--- src/rtl/debug_pkg.sv ---
// Shared definitions for the debug command path: opcode values, the
// parser state encoding and the UART bit timing used to size timeouts.
package debug_pkg;

  localparam logic [7:0] OP_NONE    = 8'hff;
  localparam logic [7:0] OP_SIGNAL  = 8'h01;
  localparam logic [7:0] OP_OK      = 8'h02;
  localparam logic [7:0] OP_PING    = 8'h03;
  localparam logic [7:0] OP_PAUSE   = 8'h04;
  localparam logic [7:0] OP_RESUME  = 8'h05;
  localparam logic [7:0] OP_NEXT    = 8'h06;
  localparam logic [7:0] OP_PROGRAM = 8'h07;

  localparam int UART_CLKS_PER_BIT = 868;

  typedef enum logic {
    IDLE       = 1'b0,
    BP_COLLECT = 1'b1
  } state_t;

endpackage

--- src/rtl/dbg_timeout_counter.sv ---
// Idle-cycle watchdog for breakpoint collection. Counts enabled cycles
// since the last clear and flags expiry once TIMEOUT_CYCLES-1 is reached.
module dbg_timeout_counter #(
  parameter int TIMEOUT_CYCLES = 100000
) (
  input  logic clk,
  input  logic rst_n,
  input  logic clear,
  input  logic enable,
  output logic expire
);

  localparam int CW = (TIMEOUT_CYCLES > 2) ? $clog2(TIMEOUT_CYCLES) : 1;
  localparam logic [CW-1:0] LAST = CW'(TIMEOUT_CYCLES - 1);

  logic [CW-1:0] count;

  // Count idle cycles, holding at the terminal value until cleared
  always_ff @(posedge clk) begin
    if (!rst_n || clear) begin
      count <= '0;
    end else if (enable && (count != LAST)) begin
      count <= count + 1'b1;
    end
  end

  assign expire = enable && !clear && (count == LAST);

endmodule

--- src/rtl/debug_cmd_parser.sv ---
// Debug UART command parser: turns received bytes into one-cycle strobes
// for the CPU debug unit, collects the little-endian breakpoint address
// after OP_RESUME and raises an OP_OK response request on OP_PING.
// Optional statistics counters are enabled with `define DBG_CMD_STATS_EN.
// BP_BYTES is limited to 1..4 since bp_addr is 32 bits wide.
module debug_cmd_parser
  import debug_pkg::*;
#(
  parameter int TIMEOUT_CYCLES = 100000,
  parameter int BP_BYTES       = 4
) (
  input  logic        clk,
  input  logic        rst_n,
  input  logic [7:0]  rx_data,
  input  logic        rx_valid,
  output logic        cmd_pause,
  output logic        cmd_resume,
  output logic [31:0] bp_addr,
  output logic        bp_en,
  output logic        cmd_next,
  output logic        cmd_program,
  output logic        tx_valid,
  output logic [7:0]  tx_data,
  input  logic        tx_ready,
  output logic        err_unknown,
  output logic        err_timeout,
  output logic        busy
`ifdef DBG_CMD_STATS_EN
  ,
  output logic [15:0] cmd_count,
  output logic [15:0] err_count
`endif
);

  state_t      state, state_nxt;
  logic [1:0]  byte_cnt, byte_cnt_nxt;
  logic [31:0] bp_shift, shift_nxt;
  logic        pause_nxt, resume_nxt, next_nxt, program_nxt;
  logic        unknown_nxt, timeout_nxt, ping_req, tx_valid_nxt;
  logic        tmr_clear, tmr_enable, tmr_expire;

  assign tmr_clear  = (state == IDLE) || rx_valid;
  assign tmr_enable = (state == BP_COLLECT);

  dbg_timeout_counter #(
    .TIMEOUT_CYCLES(TIMEOUT_CYCLES)
  ) u_timeout (
    .clk    (clk),
    .rst_n  (rst_n),
    .clear  (tmr_clear),
    .enable (tmr_enable),
    .expire (tmr_expire)
  );

  // Parser state register
  always_ff @(posedge clk) begin
    if (!rst_n) begin
      state <= IDLE;
    end else begin
      state <= state_nxt;
    end
  end

  // Opcode decode, breakpoint byte placement and response-pending update
  always_comb begin
    state_nxt    = state;
    byte_cnt_nxt = byte_cnt;
    shift_nxt    = bp_shift;
    pause_nxt    = 1'b0;
    resume_nxt   = 1'b0;
    next_nxt     = 1'b0;
    program_nxt  = 1'b0;
    unknown_nxt  = 1'b0;
    timeout_nxt  = 1'b0;
    ping_req     = 1'b0;
    case (state)
      IDLE: begin
        if (rx_valid) begin
          case (rx_data)
            OP_PAUSE:   pause_nxt   = 1'b1;
            OP_NEXT:    next_nxt    = 1'b1;
            OP_PROGRAM: program_nxt = 1'b1;
            OP_PING:    ping_req    = 1'b1;
            OP_RESUME: begin
              state_nxt    = BP_COLLECT;
              byte_cnt_nxt = '0;
            end
            OP_NONE: ;
            default:    unknown_nxt = 1'b1;
          endcase
        end
      end
      BP_COLLECT: begin
        if (rx_valid) begin
          shift_nxt[{byte_cnt, 3'b000} +: 8] = rx_data;
          if (byte_cnt == 2'(BP_BYTES - 1)) begin
            resume_nxt   = 1'b1;
            state_nxt    = IDLE;
            byte_cnt_nxt = '0;
          end else begin
            byte_cnt_nxt = byte_cnt + 1'b1;
          end
        end else if (tmr_expire) begin
          timeout_nxt  = 1'b1;
          state_nxt    = IDLE;
          byte_cnt_nxt = '0;
        end
      end
    endcase
    tx_valid_nxt = ping_req || (tx_valid && !tx_ready);
  end

  // Registered strobes, breakpoint registers and response flag
  always_ff @(posedge clk) begin
    if (!rst_n) begin
      byte_cnt    <= '0;
      bp_shift    <= '0;
      bp_addr     <= '0;
      bp_en       <= 1'b0;
      cmd_pause   <= 1'b0;
      cmd_resume  <= 1'b0;
      cmd_next    <= 1'b0;
      cmd_program <= 1'b0;
      err_unknown <= 1'b0;
      err_timeout <= 1'b0;
      tx_valid    <= 1'b0;
    end else begin
      byte_cnt    <= byte_cnt_nxt;
      bp_shift    <= shift_nxt;
      cmd_pause   <= pause_nxt;
      cmd_resume  <= resume_nxt;
      cmd_next    <= next_nxt;
      cmd_program <= program_nxt;
      err_unknown <= unknown_nxt;
      err_timeout <= timeout_nxt;
      tx_valid    <= tx_valid_nxt;
      if (resume_nxt) begin
        bp_addr <= shift_nxt;
        bp_en   <= |shift_nxt;
      end
    end
  end

  assign tx_data = OP_OK;
  assign busy    = (state == BP_COLLECT);

`ifdef DBG_CMD_STATS_EN
  logic cmd_inc, err_inc;

  // A PING counts only when it actually schedules a new OK byte
  assign cmd_inc = pause_nxt || resume_nxt || next_nxt || program_nxt ||
                   (ping_req && (!tx_valid || tx_ready));
  assign err_inc = unknown_nxt || timeout_nxt;

  // Saturating command and error counters
  always_ff @(posedge clk) begin
    if (!rst_n) begin
      cmd_count <= '0;
      err_count <= '0;
    end else begin
      if (cmd_inc && (cmd_count != 16'hffff)) cmd_count <= cmd_count + 1'b1;
      if (err_inc && (err_count != 16'hffff)) err_count <= err_count + 1'b1;
    end
  end
`else
`endif

endmodule

--- config.mk ---
export PLATFORM = sky130hd
export DESIGN_NAME = debug_cmd_parser
export DESIGN_NICKNAME = d
export VERILOG_FILES = /design/src/rtl/debug_pkg.sv /design/src/rtl/dbg_timeout_counter.sv /design/src/rtl/debug_cmd_parser.sv
export SDC_FILE = /design/constraint.sdc
export NUM_CORES = 1
export LEC_CHECK = 0
export ABC_AREA = 1
export CORE_ASPECT_RATIO = 0.6
export CORE_MARGIN = 8
export CORE_UTILIZATION = 50
export DETAILED_ROUTE_END_ITERATION = 10
export GPL_ROUTABILITY_DRIVEN = 0
export PLACE_DENSITY = 0.83
export SYNTH_ARGS = -nofsm -noshare
export SYNTH_HDL_FRONTEND = slang
export SYNTH_SLANG_ARGS = --single-unit
export TNS_END_PERCENT = 20
--- constraint.sdc ---
create_clock -name clk -period 2.25 [get_ports clk]
set_input_delay 0.45 -clock clk [delete_from_list [all_inputs] [get_ports clk]]
set_output_delay 0.45 -clock clk [all_outputs]
set_load 0.005 [all_outputs]
==> results.tsv, run 1 <==
stage	metric	value	unit
status	status	completed	
die	CORE AREA	7950	um^2
layout	layout cells sized above 1	9.49	%
critical_path	Crit path largest cell delay	0.67	ns
layout	non-filler cells, final	740	
layout	Area Growth Syn to Fin	23.7	%
yosys	post-synthesis cell type count	34	
cts	clock latency on the worst-skew pair	0.35	ns
job	max-cap viol count	0	
sta	Worst Skew	0.00515	ns
yosys	Syn. warnings	0	
drt	DR DRC count	0	
critical_path	Critical Path End Type	output port	
cts	hold buffers post-CTS	0	
cts	Max Root-Sink Buffers	2	
sta	RSZ-0062 raised after global routing	no	
power_and_ir_drop	PwrDens	634	nW/um^2
layout	Final Cell Area	5110	um^2
critical_path	crit path kind	register to output port	
cts	clk slew on worst S/H paths	0.06	ns
yosys	Seq cells post-synth	92	
die	Die H	86.4	um
critical_path	crit-path cells	clkdlybuf4s50_1	
layout	Fill cells	657	
power_and_ir_drop	part of the power in registers	50.2	%
sta	final hold vios	0	
grt	number of global-route vias before repair	3528	
place	placed cell area	4800	um^2
sta	Slew @ Worst Pin	0.561	ns
layout	Final nets	646	
sta	max frequency	480	MHz
power_and_ir_drop	Sw Ratio	21.9	%
die	IO Pins	61	
yosys	Mapped Area	4130	um^2
power_and_ir_drop	Pleak	2.03	nW
critical_path	Crit path max-delay family	flip-flops	
critical_path	slowest CP cell	dfxtp_1	
sta	Max-slew headroom	62.5	%
sta	fin crit share	92.5	%
cts	Max H-tree Level	3	
layout	sequential cell area	1840	um^2
power_and_ir_drop	Clk pwr share	47.1	%
yosys	sequential share of the synthesized area	44.6	%
critical_path	CP max FO	7	
layout	Layout Utilization	64.4	%
place	placed cell count	724	
drt	Routed WL	11100	um
drt	via count	3885	
drt	post-route antenna net violation count	0	
power_and_ir_drop	VDD IR max	0.000642	V
die	chip width	133	um
sta	Max Slew Vio Count	0	
sta	worst hold slack	0.458	ns
critical_path	CP Buf/Inv Count	1	
drt	vias per cell	5.25	
grt	Total GRT Usage	19.1	%
die	Std-Cell Rows	25	
yosys	post-synthesis instance total	561	
grt	initial antenna violation count	0	
worst_hold_path	Hold WC Path Type	register to register	
grt	global-route wire length before repair	17700	um
sta	clock period minus worst slack	2.08	ns
place	dpl hpwl	8340	um
power_and_ir_drop	P_sw	712	uW
cts	CTS tree	built	
power_and_ir_drop	combinational share of power	2.7	%
cts	root buffer cell	clkbuf_16	
layout	multi-input logic area	1940	um^2
drt	WL per Instance	15.0	um
sta	final setup fails	0	
die	die area	11500	um^2
die	Starting Density	52.0	%
drt	DRT Pass-1 Iters	6	
grt	largest net degree at the start of global routing	35	
cts	number of post-CTS setup repair buffers	0	
yosys	Avg Synthesized Cell Area	7.37	um^2
cts	CTS sink count	92	
critical_path	critical path launch point type	register	
power_and_ir_drop	Internal	2.53	mW
place	IO buf count	52	
grt	aggregate global routing overflow	0	
critical_path	Worst EP required	1.80	ns
drt	DR iter-0 viols	514	
cts	number of CTS-inserted buffers	9	
critical_path	Worst EP arrival	1.63	ns
layout	Diodes inserted	0	
==> worst paths after layout <==
kind	startpoint	endpoint	slack, ns	cells after the start
setup reg to reg	byte_cnt[1]$_SDFFE_PN0P_	bp_en$_SDFFE_PN0P_	0.19	13
hold reg to reg	bp_addr[19]$_SDFFE_PN0P_	bp_addr[19]$_SDFFE_PN0P_	0.46	2
setup / recovery	busy$_SDFF_PN0_	busy	0.17	1
hold / removal	bp_addr[19]$_SDFFE_PN0P_	bp_addr[19]$_SDFFE_PN0P_	0.46	2
==> sequential cells by signal, indices dropped and copies added (netlist names) <==
name / count
cmd_resume: 1
byte_cnt: 2
cmd_program: 1
cmd_pause: 1
err_timeout: 1
busy: 1
u_timeout.count: 17
cmd_next: 1
err_unknown: 1
tx_valid: 1
bp_addr: 32
bp_en: 1
bp_shift: 32
==> synthesized netlist by cell type <==
library cell  number  area (um^2)
xnor2_1            3         26.3
nand3b_1           2         15.0
and2_1             2         12.5
a21boi_1          13         97.6
inv_6              1         8.76
xor2_1             6         52.6
inv_2              4         15.0
clkinv_1           1         3.75
nor2_4             1         11.3
nor2_2             3         18.8
nor3_2             1         10.0
nor3_1            10         50.1
nor3b_1            1         7.51
inv_1             50          188
nand3_4            3         52.6
conb_1             2         7.51
nand2_4            4         45.0
o21ai_0           41          205
o32ai_1            1         8.76
a21oi_1           20          100
nand3_2            2         20.0
nand2_2            3         18.8
or2_2              2         12.5
nand4_1            8         50.1
nor2_1            83          312
clkbuf_1           5         18.8
nand3_1           21          105
buf_6              6         67.6
dfxtp_1           92         1840
buf_4              8         60.1
clkbuf_2           3         15.0
ha_1               7         87.6
nor4_1             7         43.8
nand2_1          145          544
==> stage by stage <==
step	worst slack (ns)	power (mW)	TNS (ns)
finish	0.168	3.24	0
global route	0.00400	3.34	0
CTS	0.160	3.25	0
detailed placement	-0.0798	1.75	-0.0798
global placement	-0.0488	1.75	-0.0488
floorplan	0.374	1.72	0
==> layout by cell type (no fill, tap or decap), types with 2 or more instances in the layout <==
| cell type | Yosys | layout |
|---|---|---|
| xor2_1 | 6 | 6 |
| clkinv_4 | 0 | 2 |
| xnor2_1 | 3 | 3 |
| or2_2 | 2 | 2 |
| nand3b_1 | 2 | 2 |
| conb_1 | 2 | 8 |
| nor2_2 | 3 | 3 |
| nor4_1 | 7 | 7 |
| inv_2 | 4 | 4 |
| a21oi_1 | 20 | 20 |
| clkdlybuf4s50_1 | 0 | 52 |
| o21ai_0 | 41 | 41 |
| ha_1 | 7 | 6 |
| nand3_1 | 21 | 21 |
| dfxtp_1 | 92 | 92 |
| inv_1 | 50 | 50 |
| nand4_1 | 8 | 8 |
| nand2_2 | 3 | 3 |
| a21boi_1 | 13 | 12 |
| nand2_1 | 145 | 145 |
| and2_1 | 2 | 2 |
| clkinvlp_4 | 0 | 2 |
| nand2_4 | 4 | 4 |
| buf_4 | 8 | 18 |
| nor3_1 | 10 | 10 |
| clkbuf_16 | 0 | 9 |
| nand3_2 | 2 | 2 |
| nor2_1 | 83 | 83 |
| nand3_4 | 3 | 3 |
==> worst reg2reg max path: stages (launching register included) <==
cell and delay (ns):
dfxtp_1 0.39, inv_1 0.11, ha_2 0.41, inv_1 0.05, nand2_1 0.07, nor2_2 0.08
a21boi_1 0.24, nand2_1 0.10, nor2_1 0.11, nand2_1 0.06, nor2_1 0.18, nand2_1 0.07
nand2_1 0.06, nand2_1 0.04
==> power by group through the flow <==
| stage | clock network [mW] | logic (mW) | registers, mW |
|---|---|---|---|
| floorplan | 0 | 0.0518 | 1.67 |
| global placement | 0 | 0.0829 | 1.67 |
| detailed placement | 0 | 0.0850 | 1.67 |
| CTS | 1.54 | 0.0851 | 1.63 |
| global route | 1.62 | 0.0918 | 1.63 |
| finish | 1.53 | 0.0867 | 1.63 |
==> logic make-up (layout without fill, tap and decap cells) <==
| logic type | Yosys count | in the layout | synth area share, % |
|---|---|---|---|
| AOI/OAI and AO/OA | 75 | 75 | 9.96 |
| DFF | 92 | 92 | 44.6 |
| other | 2 | 8 | 0.182 |
| buffers and inverters | 78 | 143 | 9.11 |
| adders and majority gates | 7 | 7 | 2.12 |
| and+or+nand+nor | 298 | 298 | 32.2 |
| xor gates and xnor gates | 9 | 9 | 1.91 |
==> metal layers <==
layer	GRT usage [%]	up-vias	routed length, um
li1	-	1897	-
met1	26.3	1757	5080
met2	27.3	210	4600
met3	6.81	21	1280
met4	5.67	0	157
met5	0	-	0
==> repair_timing <==
| action | CTS | global route |
|---|---|---|
| hold endpoints to repair | 0 | 0 |
| gates resized for setup | 0 | 2 |
| endpoints found under the setup margin | 0 | 1 |
==> cell type report <==
type	instances	share of cell area, %
inverter	56	4.21
clock buffer	10	4.48
timing repair buffer	71	13.2
multi-input combinational	397	38.0
tap	108	2.64
sequential	92	36.0
clock inverter	6	1.44
(Power assumes the default switching activity.)
==> run 2: changes to the inputs <==
--- a/config.mk
+++ b/config.mk
@@ -12,6 +12,7 @@
 export DETAILED_ROUTE_END_ITERATION = 10
 export GPL_ROUTABILITY_DRIVEN = 0
 export PLACE_DENSITY = 0.83
+export SLEW_MARGIN = 20
 export SYNTH_ARGS = -nofsm -noshare
 export SYNTH_HDL_FRONTEND = slang
 export SYNTH_SLANG_ARGS = --single-unit
==> results of run 2 <==
No change in the layout: final DEF, timing and power equal those of run 1.
==> run 3: changes to the inputs <==
--- a/config.mk
+++ b/config.mk
@@ -6,6 +6,7 @@
 export NUM_CORES = 1
 export LEC_CHECK = 0
 export ABC_AREA = 1
+export CAP_MARGIN = 20
 export CORE_ASPECT_RATIO = 0.6
 export CORE_MARGIN = 8
 export CORE_UTILIZATION = 50
==> results of run 3 <==
No change in the layout: final DEF, timing and power equal those of run 1.
